## src/rtl/lightboard_pkg.sv

```systemverilog
// ---------------------------------------------------------------------------
// lightboard_pkg
// Shared types and widths for the lightboard datapath blocks.
//   unpack_state_t : state encoding of the packet unpacker FSM
//   ADDR_W         : width of a frame pixel address
//   PIX_W          : width of one pixel value
// ---------------------------------------------------------------------------
package lightboard_pkg;

  localparam int ADDR_W = 24;
  localparam int PIX_W  = 8;

  typedef enum logic [2:0] {
    IDLE,
    HDR1,
    HDR2,
    PAYLOAD,
    DROP
  } unpack_state_t;

endpackage

```

## src/rtl/packet_unpacker.sv

```systemverilog
// ---------------------------------------------------------------------------
// packet_unpacker
// Splits a gap-free UDP payload byte stream into a one-cycle 24-bit start
// address pulse (first three bytes, big-endian) and a contiguous pixel stream
// (every later byte). Packets with an out-of-frame address or a truncated
// header are dropped. Both outputs are registered with one cycle of latency.
//
// Optional feature macro: PIXEL_LIMIT_EN
//   defined   : at most MAX_PIXELS pixels per packet; excess bytes are
//               suppressed and the packet is counted as dropped.
//   undefined : payload length is unbounded, MAX_PIXELS is unused.
//
// Ports
//   clk          system clock
//   rst          synchronous active-high reset
//   axiiv/axiid  input byte valid / byte
//   addr_axiov   one-cycle start-address valid pulse
//   addr_axiod   packet start address
//   pixel_axiov  pixel valid
//   pixel_axiod  pixel value
//   pkt_count    accepted packets (wraps)
//   drop_count   dropped packets (wraps)
// ---------------------------------------------------------------------------
module packet_unpacker
  import lightboard_pkg::*;
#(
  parameter int unsigned FRAME_PIXELS = 76800,
  parameter int unsigned MAX_PIXELS   = 1024
) (
  input  logic              clk,
  input  logic              rst,
  input  logic              axiiv,
  input  logic [7:0]        axiid,
  output logic              addr_axiov,
  output logic [ADDR_W-1:0] addr_axiod,
  output logic              pixel_axiov,
  output logic [PIX_W-1:0]  pixel_axiod,
  output logic [15:0]       pkt_count,
  output logic [15:0]       drop_count
);

  localparam logic [ADDR_W-1:0] FRAME_LIM = ADDR_W'(FRAME_PIXELS);

  // Elaboration-time sanity checks on the configuration.
  if (FRAME_PIXELS == 0 || FRAME_PIXELS > (1 << ADDR_W))
    $error("packet_unpacker: FRAME_PIXELS out of range");
  if (MAX_PIXELS == 0)
    $error("packet_unpacker: MAX_PIXELS must be non-zero");

  unpack_state_t     state;
  logic [15:0]       addr_hi;   // bytes 0 and 1 of the header
  logic [ADDR_W-1:0] hdr_addr;  // full address as the third byte arrives

  assign hdr_addr = {addr_hi, axiid};

`ifdef PIXEL_LIMIT_EN
  localparam int CNT_W = $clog2(MAX_PIXELS + 1);
  localparam logic [CNT_W-1:0] MAX_CNT = CNT_W'(MAX_PIXELS);

  logic [CNT_W-1:0] pix_cnt;
  logic             over;      // at least one byte was suppressed
`endif

  always_ff @(posedge clk) begin
    if (rst) begin
      // A reset landing mid-packet must not let the tail of that packet be
      // mistaken for a new header, so it parks in DROP until axiiv falls.
      state       <= axiiv ? DROP : IDLE;
      addr_hi     <= '0;
      addr_axiov  <= 1'b0;
      addr_axiod  <= '0;
      pixel_axiov <= 1'b0;
      pixel_axiod <= '0;
      pkt_count   <= '0;
      drop_count  <= '0;
`ifdef PIXEL_LIMIT_EN
      pix_cnt     <= '0;
      over        <= 1'b0;
`endif
    end else begin
      // NOTE: state is updated with non-blocking assignments only, so every
      // branch below sees the register values from before this edge.
      addr_axiov  <= 1'b0;
      pixel_axiov <= 1'b0;

      case (state)
        IDLE: begin
          if (axiiv) begin
            addr_hi[15:8] <= axiid;
            state         <= HDR1;
          end
        end

        HDR1: begin
          if (axiiv) begin
            addr_hi[7:0] <= axiid;
            state        <= HDR2;
          end else begin
            drop_count <= drop_count + 16'd1;
            state      <= IDLE;
          end
        end

        HDR2: begin
          if (axiiv) begin
            if (hdr_addr < FRAME_LIM) begin
              addr_axiov <= 1'b1;
              addr_axiod <= hdr_addr;
              state      <= PAYLOAD;
            end else begin
              drop_count <= drop_count + 16'd1;
              state      <= DROP;
            end
`ifdef PIXEL_LIMIT_EN
            pix_cnt <= '0;
            over    <= 1'b0;
`endif
          end else begin
            drop_count <= drop_count + 16'd1;
            state      <= IDLE;
          end
        end

        PAYLOAD: begin
`ifdef PIXEL_LIMIT_EN
          if (axiiv) begin
            if (pix_cnt != MAX_CNT) begin
              pixel_axiov <= 1'b1;
              pixel_axiod <= axiid;
              pix_cnt     <= pix_cnt + 1'b1;
            end else begin
              over <= 1'b1;
            end
          end else begin
            if (over) drop_count <= drop_count + 16'd1;
            else      pkt_count  <= pkt_count + 16'd1;
            state <= IDLE;
          end
`else
          if (axiiv) begin
            pixel_axiov <= 1'b1;
            pixel_axiod <= axiid;
          end else begin
            pkt_count <= pkt_count + 16'd1;
            state     <= IDLE;
          end
`endif
        end

        DROP: begin
          if (!axiiv) state <= IDLE;
        end

        default: state <= IDLE;
      endcase
    end
  end

endmodule

```

## config.mk

```make
export PLATFORM = sky130hd
export DESIGN_NAME = packet_unpacker
export DESIGN_NICKNAME = d
export VERILOG_FILES = /design/src/rtl/lightboard_pkg.sv /design/src/rtl/packet_unpacker.sv
export SDC_FILE = /design/constraint.sdc
export NUM_CORES = 1
export LEC_CHECK = 0
export CORE_MARGIN = 1.5
export CORE_UTILIZATION = 50
export DETAILED_ROUTE_END_ITERATION = 8
export PLACE_DENSITY = 0.91
export RECOVER_POWER = 100
export SETUP_SLACK_MARGIN = 0.5
export SYNTH_ARGS = -nofsm -noshare
export SYNTH_HDL_FRONTEND = slang
export SYNTH_SLANG_ARGS = --single-unit
```

## constraint.sdc

```tcl
create_clock -name clk -period 3.01 [get_ports clk]
set_input_delay 0.301 -clock clk [delete_from_list [all_inputs] [get_ports clk]]
set_output_delay 0.301 -clock clk [all_outputs]
set_load 0.05 [all_outputs]
```

==> impl_metrics.yaml <==
global_routing:
  grt_pass1_vias: 2892
  grt_use_met1_pct: 25.7
  grt.met3_usage_pct: 6.13
  grt_max_degree: 53
  grt_first_pass_wirelength_um: 12800
  antenna_found_initial: 0
  grt_remaining_overflow: 0
  globalRouteMet2Util_pct: 37.9
  grt.total_usage_pct: 22.0
  grt.busiest_layer: "met2"
status:
  outcome: "finished, violations left"
  failed_checks: "DRC"
sta:
  worstMarginPinSlew_ns: 0.903
  setup_tns_ns: 0
  drv_slew: 0
  rsz0062_at_grt: "false"
  period_share_pct: 81.5
  relSlewSlack_pct: 39.8
  hold_violations: 0
  setup_viol: 0
  fin_crit_ns: 2.45
  skew_ns: 0.0127
  max_freq_mhz: 407
yosys:
  synth_cells: 405
  syn_avg_cell_area_um2: 8.36
  synth_top_area_share_pct: 48.5
  ys_top_cells_by_area: "dfxtp_1, nand2_1, a21oi_1, xor2_1, nor2_1"
  syn-num-nets: 418
  synth_top_area_cell: "dfxtp_1"
  synth_area_mm2: 0.00339
  synth_edf_count: 3
  ys_types: 41
  synth-async-reset-ratio_pct: 0
  ys.flop_type: "dfxtp_1"
  ys_ff_latch: 85
  yosysWarnings: 0
  ys_seq_area_share_pct: 51.1
worst_setup_path:
  cp-end-kind: "flop"
  r2r_slack_ns: 0.56
  reg2regPathDepth: 7
  crit_fanout: 11
  required_ns: 3.28
  path_class: "flop to flop"
  crit_arrival_ns: 2.73
  r2r-end: "drop_count[10]"
  crit_path_start_kind: "flop"
  r2r_start: "addr_hi[5]"
detailed_routing:
  wl_per_cell_um: 14.0
  totalWireLength_um: 7770
  ant_nets: 0
  drtIter0Drc: 229
  post_drt_via_cell_ratio: 5.42
  dr.pass1.iters: 6
  drc: 5
  vias: 3020
hold_path:
  worstHoldPathCells: 2
  holdCritStartpoint: "addr_axiod[10]"
  min_to: "addr_axiod[10]"
  hold_path_class: "flop to flop"
clock_network:
  h-tree-depth: 3
  postCtsHoldBufs: 0
  cts_buffer_depth: 2
  clockRootBuffer: "clkbuf_8"
  cts-resized-gates: 0
  clock-sinks: 85
  clkSlewWorstSetupHoldPaths_ns: 0.08
  cts_buffers: 9
  cts_tree: "done"
  cts_setup_buffers: 0
  clk_latency_ns: 0.35
layout:
  layout-drive-gt1-share_pct: 4.38
  final_cell_mix: "nand2_1, dfxtp_1, dlygate4sd3_1"
  final_common_cell: "nand2_1"
  fin_nets: 488
  final_core_util_pct: 67.8
  areaGrowthSynthToFinish_pct: 29.2
  diodes: 0
placed_design:
  gp_congestion: 0.820
  hpwl_um: 5360
  place.port_buffers: 76
floorplan:
  initial_utilization_pct: 52.4
  core_area_mm2: 0.00646
  die_area_mm2: 0.00728
  die_h_um: 85.3
  rows: 29
  ios: 77
  dieWidth_um: 85.3
run:
  max_cap_violations: 0
power_and_ir_drop:
  powerDensity_mw_per_mm2: 537
  max-vdd-ir-drop_uv: 367
  power_leakage_nw: 1.72
per-layer routing:
| layer | wire length, um | vias to the layer above |
|---|---|---|
| li1 | - | 1510 |
| met1 | 3310 | 1410 |
| met2 | 3870 | 84 |
| met3 | 468 | 16 |
| met4 | 127 | 0 |
| met5 | 0 | - |
critical path: stages (launching register included):
cell	delay [ns]
dfxtp_1	0.38
nand3_1	0.09
a21boi_0	0.21
clkbuf_1	0.41
nor2_1	0.28
clkbuf_1	0.26
or4_1	0.57
a21oi_1	0.18
synth_stat cells, drive strengths merged (5+ instances only):
| cell | instances |
|---|---|
| and2 | 9 |
| or3 | 5 |
| nand4 | 8 |
| nor2 | 33 |
| xor2 | 18 |
| and3 | 5 |
| o21ai | 6 |
| inv | 5 |
| dfxtp | 82 |
| nand3 | 13 |
| o2111ai | 5 |
| clkbuf | 22 |
| nand2 | 95 |
| a21oi | 52 |
layout make-up:
type,count,area [um2]
tap,77,96.3
fill,512,2080
clock buffer,14,184
clock inverter,2,13.8
multi-input combinational,290,1530
sequential,85,1730
timing repair buffer,84,801
inverter,5,18.8
flip-flops by register name, indices dropped and copies added (netlist names):
signal       flops
pixel_axiod      8
pixel_axiov      1
addr_hi         16
pkt_count       16
addr_axiov       1
drop_count      16
addr_axiod      24
state            3
cell families (layout without fill, tap and decap cells):
logic type | count (synthesis) | count (layout) | synth area share (%)
simple gates | 191 | 191 | 25.9
flops | 85 | 85 | 51.1
compound gates | 73 | 73 | 12.3
buf+inv | 30 | 105 | 3.58
xor+xnor | 22 | 22 | 5.69
fa+ha+maj | 2 | 2 | 0.739
mux | 2 | 2 | 0.628
where the power goes:
part | switching (mW) | internal (mW) | total, mW
combinational | 0.223 | 0.107 | 0.330
clock | 0.378 | 0.396 | 0.774
sequential | 0.0608 | 1.19 | 1.25
total | 0.662 | 1.69 | 2.35
how the worst max path moves through the flow:
stage | from | endpoint | slack, ns | depth (start not counted)
floorplan | drop_count[0] | drop_count[10] | 0.76 | 7
global placement | axiiv | drop_count[12] | 0.61 | 6
detailed placement | axiiv | drop_count[10] | 0.55 | 6
CTS | state[0] | drop_count[10] | 0.65 | 5
global route | state[2] | addr_axiod[9] | 0.31 | 7
finish | addr_hi[5] | drop_count[10] | 0.56 | 7
per-stage QoR:
stage	setup WS [ns]	std cells	power, mW	instance area, um2	hold WS (ns)
2_1_floorplan	0.760	405	1.51	3390	0.436
3_3_place_gp	0.609	541	1.60	4200	0.441
3_5_place_dp	0.551	541	1.61	4200	0.445
4_1_cts	0.650	557	2.38	4390	0.456
5_1_grt	0.307	557	2.46	4380	0.471
6_report	0.555	557	2.35	4380	0.451
No activity file was read; power rests on OpenSTA's default activity.
